--- config.mk ---
export PLATFORM = sky130hd
export DESIGN_NAME = map_ram_arbiter
export DESIGN_NICKNAME = d
export VERILOG_FILES = /design/src/rtl/map_pkg.sv /design/src/rtl/map_addr_calc.sv /design/src/rtl/map_ram_arbiter.sv
export SDC_FILE = /design/constraint.sdc
export NUM_CORES = 1
export LEC_CHECK = 0
export ABC_CLOCK_PERIOD_IN_PS = 2800
export BUFFER_PORTS_ARGS = -buffer_cell sky130_fd_sc_hd__buf_2
export CELL_PAD_IN_SITES_DETAIL_PLACEMENT = 0
export CELL_PAD_IN_SITES_GLOBAL_PLACEMENT = 1
export CORE_MARGIN = 8
export CORE_UTILIZATION = 40
export CTS_CLUSTER_SIZE = 12
export DETAILED_ROUTE_END_ITERATION = 6
export PLACE_DENSITY_LB_ADDON = 0.1
export SYNTH_ARGS = -nofsm -noshare
export SYNTH_HDL_FRONTEND = slang
export SYNTH_SLANG_ARGS = --single-unit
--- constraint.sdc ---
create_clock -name Clk -period 2.8 [get_ports Clk]
set_input_delay 0.42 -clock Clk [delete_from_list [all_inputs] [get_ports Clk]]
set_output_delay 0.42 -clock Clk [all_outputs]
set_load 0.02 [all_outputs]
--- src/rtl/map_pkg.sv ---
// Shared constants and state types for the map RAM arbiter.
package map_pkg;

    localparam int MAP_W     = 320;
    localparam int MAP_H     = 240;
    localparam int MAP_DEPTH = MAP_W * MAP_H;
    localparam int ADDR_W    = 19;

    typedef enum logic {OWN_DISP, OWN_QRY} owner_t;

    typedef enum logic [1:0] {
        Q_IDLE,
        Q_WAIT_SLOT,
        Q_INFLIGHT,
        Q_DONE
    } qstate_t;

    typedef enum logic [1:0] {
        W_IDLE,
        W_ISSUE,
        W_DONE
    } wstate_t;

endpackage

--- src/rtl/map_addr_calc.sv ---
// Combinational (x,y) to linear map address with out-of-range detection.
module map_addr_calc
    import map_pkg::*;
#(
    parameter int WIDTH  = map_pkg::MAP_W,
    parameter int HEIGHT = map_pkg::MAP_H
) (
    input  logic [9:0]        x,
    input  logic [9:0]        y,
    output logic [ADDR_W-1:0] addr,
    output logic              oob
);

    localparam int LIN_W = $clog2(WIDTH * HEIGHT);

    logic [LIN_W-1:0] lin;

    // Only the in-range result matters, so the product is truncated to the map's index width.
    always_comb begin
        lin  = LIN_W'({9'd0, y} * 19'(WIDTH) + {9'd0, x});
        addr = ADDR_W'(lin);
        oob  = (x >= 10'(WIDTH)) || (y >= 10'(HEIGHT));
    end

endmodule

--- src/rtl/map_ram_arbiter.sv ---
// Map RAM port owner: display fetch has read priority, queries use req/ack, writes are sequenced.
// Define MAP_WRITE_IN_BLANK_EN to allow writes only while disp_blank is high.
module map_ram_arbiter
    import map_pkg::*;
#(
    parameter int              MAP_W     = map_pkg::MAP_W,
    parameter int              MAP_H     = map_pkg::MAP_H,
    parameter int              RD_W      = 5,
    parameter int              WR_W      = 8,
    parameter logic [RD_W-1:0] OOB_VALUE = '0
) (
    input  logic              Clk,
    input  logic              Reset,
    input  logic              disp_req,
    input  logic [9:0]        disp_x,
    input  logic [9:0]        disp_y,
    output logic              disp_valid,
    output logic [RD_W-1:0]   disp_data,
    input  logic              q_req,
    input  logic [9:0]        q_x,
    input  logic [9:0]        q_y,
    output logic              q_ack,
    output logic [RD_W-1:0]   q_data,
    input  logic              w_req,
    input  logic [9:0]        w_x,
    input  logic [9:0]        w_y,
    input  logic [WR_W-1:0]   w_data,
    output logic              w_ack,
    input  logic              disp_blank,
    output logic [ADDR_W-1:0] read_address,
    output logic [ADDR_W-1:0] write_address,
    output logic [WR_W-1:0]   data_In,
    output logic              we,
    input  logic [RD_W-1:0]   data_Out
);

    logic [ADDR_W-1:0] disp_addr, q_addr, w_addr;
    logic              disp_oob, q_oob, w_oob;

    qstate_t           q_state;
    wstate_t           w_state;

    logic              s1_valid, s1_oob;
    owner_t            s1_owner;
    logic              s2_valid, s2_oob;
    owner_t            s2_owner;

    logic              qry_grant;
    logic              write_allowed;
    logic [RD_W-1:0]   rd_value;

    map_addr_calc #(.WIDTH(MAP_W), .HEIGHT(MAP_H)) u_disp_addr (
        .x(disp_x), .y(disp_y), .addr(disp_addr), .oob(disp_oob)
    );
    map_addr_calc #(.WIDTH(MAP_W), .HEIGHT(MAP_H)) u_q_addr (
        .x(q_x), .y(q_y), .addr(q_addr), .oob(q_oob)
    );
    map_addr_calc #(.WIDTH(MAP_W), .HEIGHT(MAP_H)) u_w_addr (
        .x(w_x), .y(w_y), .addr(w_addr), .oob(w_oob)
    );

`ifdef MAP_WRITE_IN_BLANK_EN
    assign write_allowed = disp_blank;
`else
    logic unused_disp_blank;
    assign unused_disp_blank = disp_blank;
    assign write_allowed     = 1'b1;
`endif

    assign qry_grant = (q_state == Q_WAIT_SLOT) && q_req && !disp_req;
    assign rd_value  = s2_oob ? OOB_VALUE : data_Out;

    // Stage 1 drives the RAM address, the middle stage waits out the RAM's registered read,
    // and the output stage captures data_Out, so both owners see exactly two cycles of latency.
    always_ff @(posedge Clk or posedge Reset) begin
        if (Reset) begin
            read_address <= '0;
            s1_valid     <= 1'b0;
            s1_oob       <= 1'b0;
            s1_owner     <= OWN_DISP;
            s2_valid     <= 1'b0;
            s2_oob       <= 1'b0;
            s2_owner     <= OWN_DISP;
            disp_valid   <= 1'b0;
            disp_data    <= '0;
            q_ack        <= 1'b0;
            q_data       <= '0;
        end else begin
            s1_valid <= disp_req || qry_grant;
            if (disp_req) begin
                s1_owner <= OWN_DISP;
                s1_oob   <= disp_oob;
                if (!disp_oob) read_address <= disp_addr;
            end else if (qry_grant) begin
                s1_owner <= OWN_QRY;
                s1_oob   <= q_oob;
                if (!q_oob) read_address <= q_addr;
            end

            s2_valid <= s1_valid;
            s2_owner <= s1_owner;
            s2_oob   <= s1_oob;

            disp_valid <= s2_valid && (s2_owner == OWN_DISP);
            q_ack      <= s2_valid && (s2_owner == OWN_QRY);
            if (s2_valid && (s2_owner == OWN_DISP)) disp_data <= rd_value;
            if (s2_valid && (s2_owner == OWN_QRY))  q_data    <= rd_value;
        end
    end

    // Q_DONE holds until q_req drops so a held request cannot re-issue.
    always_ff @(posedge Clk or posedge Reset) begin
        if (Reset) begin
            q_state <= Q_IDLE;
        end else begin
            case (q_state)
                Q_IDLE:      if (q_req) q_state <= Q_WAIT_SLOT;
                Q_WAIT_SLOT: if (qry_grant) q_state <= Q_INFLIGHT;
                Q_INFLIGHT:  if (s2_valid && (s2_owner == OWN_QRY)) q_state <= Q_DONE;
                Q_DONE:      if (!q_req) q_state <= Q_IDLE;
                default:     q_state <= Q_IDLE;
            endcase
        end
    end

    // Out-of-range writes still ack but leave we low and the RAM-side address untouched.
    always_ff @(posedge Clk or posedge Reset) begin
        if (Reset) begin
            w_state       <= W_IDLE;
            we            <= 1'b0;
            w_ack         <= 1'b0;
            write_address <= '0;
            data_In       <= '0;
        end else begin
            case (w_state)
                W_IDLE: begin
                    if (w_req && write_allowed) begin
                        w_state <= W_ISSUE;
                        w_ack   <= 1'b1;
                        we      <= !w_oob;
                        if (!w_oob) begin
                            write_address <= w_addr;
                            data_In       <= w_data;
                        end
                    end
                end
                W_ISSUE: begin
                    w_state <= W_DONE;
                    we      <= 1'b0;
                    w_ack   <= 1'b0;
                end
                W_DONE: if (!w_req) w_state <= W_IDLE;
                default: begin
                    w_state <= W_IDLE;
                    we      <= 1'b0;
                    w_ack   <= 1'b0;
                end
            endcase
        end
    end

endmodule

==> results.cfg <==
[outcome]
status = complete, no violations

[power_and_ir_drop]
vdd_drop_max_uv = 270
p_total_mw = 4.79
p_per_area_mw_per_mm2 = 773
p_leak_nw = 3.21

[grt]
grt_use_met2_pct = 28.8
grt-busiest-layer = met2
antenna_found_initial = 0
use_met3_pct = 3.48
grt-ovfl-total = 0
gr-usage-met1_pct = 17.9
grt_pass1_vias = 4383
grtUsageTotal_pct = 15.8
grt_pass1_wl_mm = 20.6
grt_start_max_net_pins = 38

[worst_setup_path]
crit_path_start_kind = input pin
crit_path_max_fanout = 4
cp.required_ps = 3000
cp.arrival_ps = 2790
critical_path_class = input pin to flop
worstSetupEndpointType = flop

[routing]
vias = 4127
vias_per_cell = 5.03
drc = 0
wl_per_cell_um = 14.8
routed_wl_mm = 12.1
first_pass_iters = 4
initialDrtViolationCount = 80
ant_nets = 0

[timing]
rsz0062_at_grt = no
maxSlewViolCount = 0
fmax_mhz = 386
slew_headroom_pct = 51.1
finClkSkew_ps = 5.03
post-route-min-period_ps = 2590
fin_crit_sh_pct = 92.4
setup_violations = 0
finalHoldViolations = 0
tns_ps = 0
worst_slew_pin_slew_ps = 733

[cts]
cts.path.max_buffers = 2
cts_tree = done
hold_buffers = 0
cts.sink_count = 66
root_buffer = clkbuf_16
clkSlewWorstSetupHoldPaths_ps = 60
ctsResizeCount = 0
cts_max_level = 3
cts_setup_buffers = 0
insertion_delay_ps = 320
cts_buffers = 9

[synth]
yosysSeqAreaShare_pct = 34.7
synth_async_sr_flop_share_pct = 100
yosysMostFrequentCell = dfrtp_1
syn_area_sq_mm = 0.00476
synth-edff-count = 0
yosysWarningCount = 0
yosysTopAreaCell = dfrtp_1
synth-seq-cells = 66
synth_ff_type = dfrtp_1
synth_top_area_share_pct = 34.7
synthTopCellsByCount = dfrtp_1 (66), ha_1 (61), nand2_1 (51)
ys_types = 56
syn_area_per_cell_sq_um = 9.58
yosys-top-cells-area = dfrtp_1 (35%), ha_1 (16%), o21ai_0 (5.1%)
synthCells = 497

[cells_and_area]
multi_input_area_sq_mm = 0.00297
seq_area_sq_mm = 0.00165
nFillCells = 1153
diodes = 0
nNetsFinal = 814
drive_gt1_share_pct = 31.9
area_growth_pct = 30.3

[die]
fp.coreArea_sq_mm = 0.0118
start_util_pct = 40.3
io_pins = 139
die_h_um = 125
die-area_sq_mm = 0.0157
die_w_um = 125
rows = 40

[worst_hold_path]
hp-class = input pin to asynchronous set/reset pin

[placed_design]
place.gp.congestion = 0.786
hpwl_mm = 10.0
io_buffers = 133

[run]
maxCapViolations = 0
==> final cells by class <==
type	instances	share of cell area (%)
Tap cell	147	2.96
Clock buffer	12	4.30
Inverter	25	1.51
Sequential cell	66	26.6
Multi-Input combinational cell	394	47.8
Timing Repair Buffer	172	15.6
Clock inverter	4	1.17
==> logic make-up (layout without fill, tap and decap cells) <==
logic type | after synthesis | count (layout) | share of synthesized area [%]
adder cells (fa/ha/maj) | 67 | 67 | 18.5
AND/OR/NAND/NOR | 142 | 142 | 15.1
buffers and inverters | 40 | 213 | 3.63
flip-flops | 66 | 66 | 34.7
XOR/XNOR | 34 | 34 | 6.25
multiplexers | 29 | 29 | 6.54
other | 1 | 4 | 0.0787
AO/OA/AOI/OAI | 118 | 118 | 15.2
==> report_power, final <==
part / total, mW / internal [mW] / switching, mW
Sequential: 1.50 / 1.31 / 0.188
Combinational: 2.03 / 0.853 / 1.18
Clock: 1.26 / 0.850 / 0.408
Total: 4.79 / 3.02 / 1.78
==> sequential cells by signal, summed over array words and instances (netlist names) <==
register,count
read_address,17
write_address,17
data_In,8
disp_data,5
q_data,5
q_state,2
w_state,2
disp_valid,1
q_ack,1
s1_oob,1
s1_owner,1
s1_valid,1
s2_oob,1
s2_owner,1
s2_valid,1
w_ack,1
we,1
==> critical path, cell delays in order <==
cell	delay, ps
buf_2	110
ha_1	290
ha_1	230
fa_1	460
a21o_1	240
a211oi_2	240
nor2_1	80
o311a_1	140
o211ai_1	210
mux2i_1	250
o211ai_1	120
==> cell usage in the layout (no fill, tap or decap), drive strengths merged, types with 3 or more instances in the layout <==
cell type	count
nor4b	3
a21o	5
and3	6
dfrtp	66
o21bai	4
nor4	3
buf	172
fa	6
inv	25
nand2b	11
mux2i	12
and2	3
o21ai	54
nand4	7
nor3	6
nor2b	10
mux2	17
a21oi	25
xor2	16
clkbuf	12
nand3	5
a211oi	10
nand2	51
nor2	28
ha	61
conb	4
xnor2	18
==> per-stage QoR <==
step,utilization (%),hold WS [ps],worst slack [ps],instances,cell area (sq um)
global placement,49.5,337,-132,804,5850
floorplan,-,331,90.2,500,4770
global route,52.5,281,3.72,820,6200
finish,52.5,215,212,820,6200
detailed placement,49.5,335,-172,804,5850
CTS,52.4,238,176,820,6190
==> routing by layer <==
metal | routed length, um | vias up
met4 | 165 | 0
li1 | - | 2098
met5 | 0 | -
met2 | 6320 | 75
met3 | 508 | 9
met1 | 5120 | 1945
==> final timing paths <==
kind	from	to	slack [ps]	cells after the start
max in group asynchronous	Reset	write_address[5]	1940	3
max reg2reg	q_state[1]	read_address[15]	520	7
min reg2reg	s1_valid	s2_valid	340	0
max	disp_y[1]	read_address[16]	210	11
min	Reset	disp_data[4]	210	2
min in group Clk	w_x[0]	write_address[0]	320	2
No activity file was read; power rests on OpenSTA's default activity.
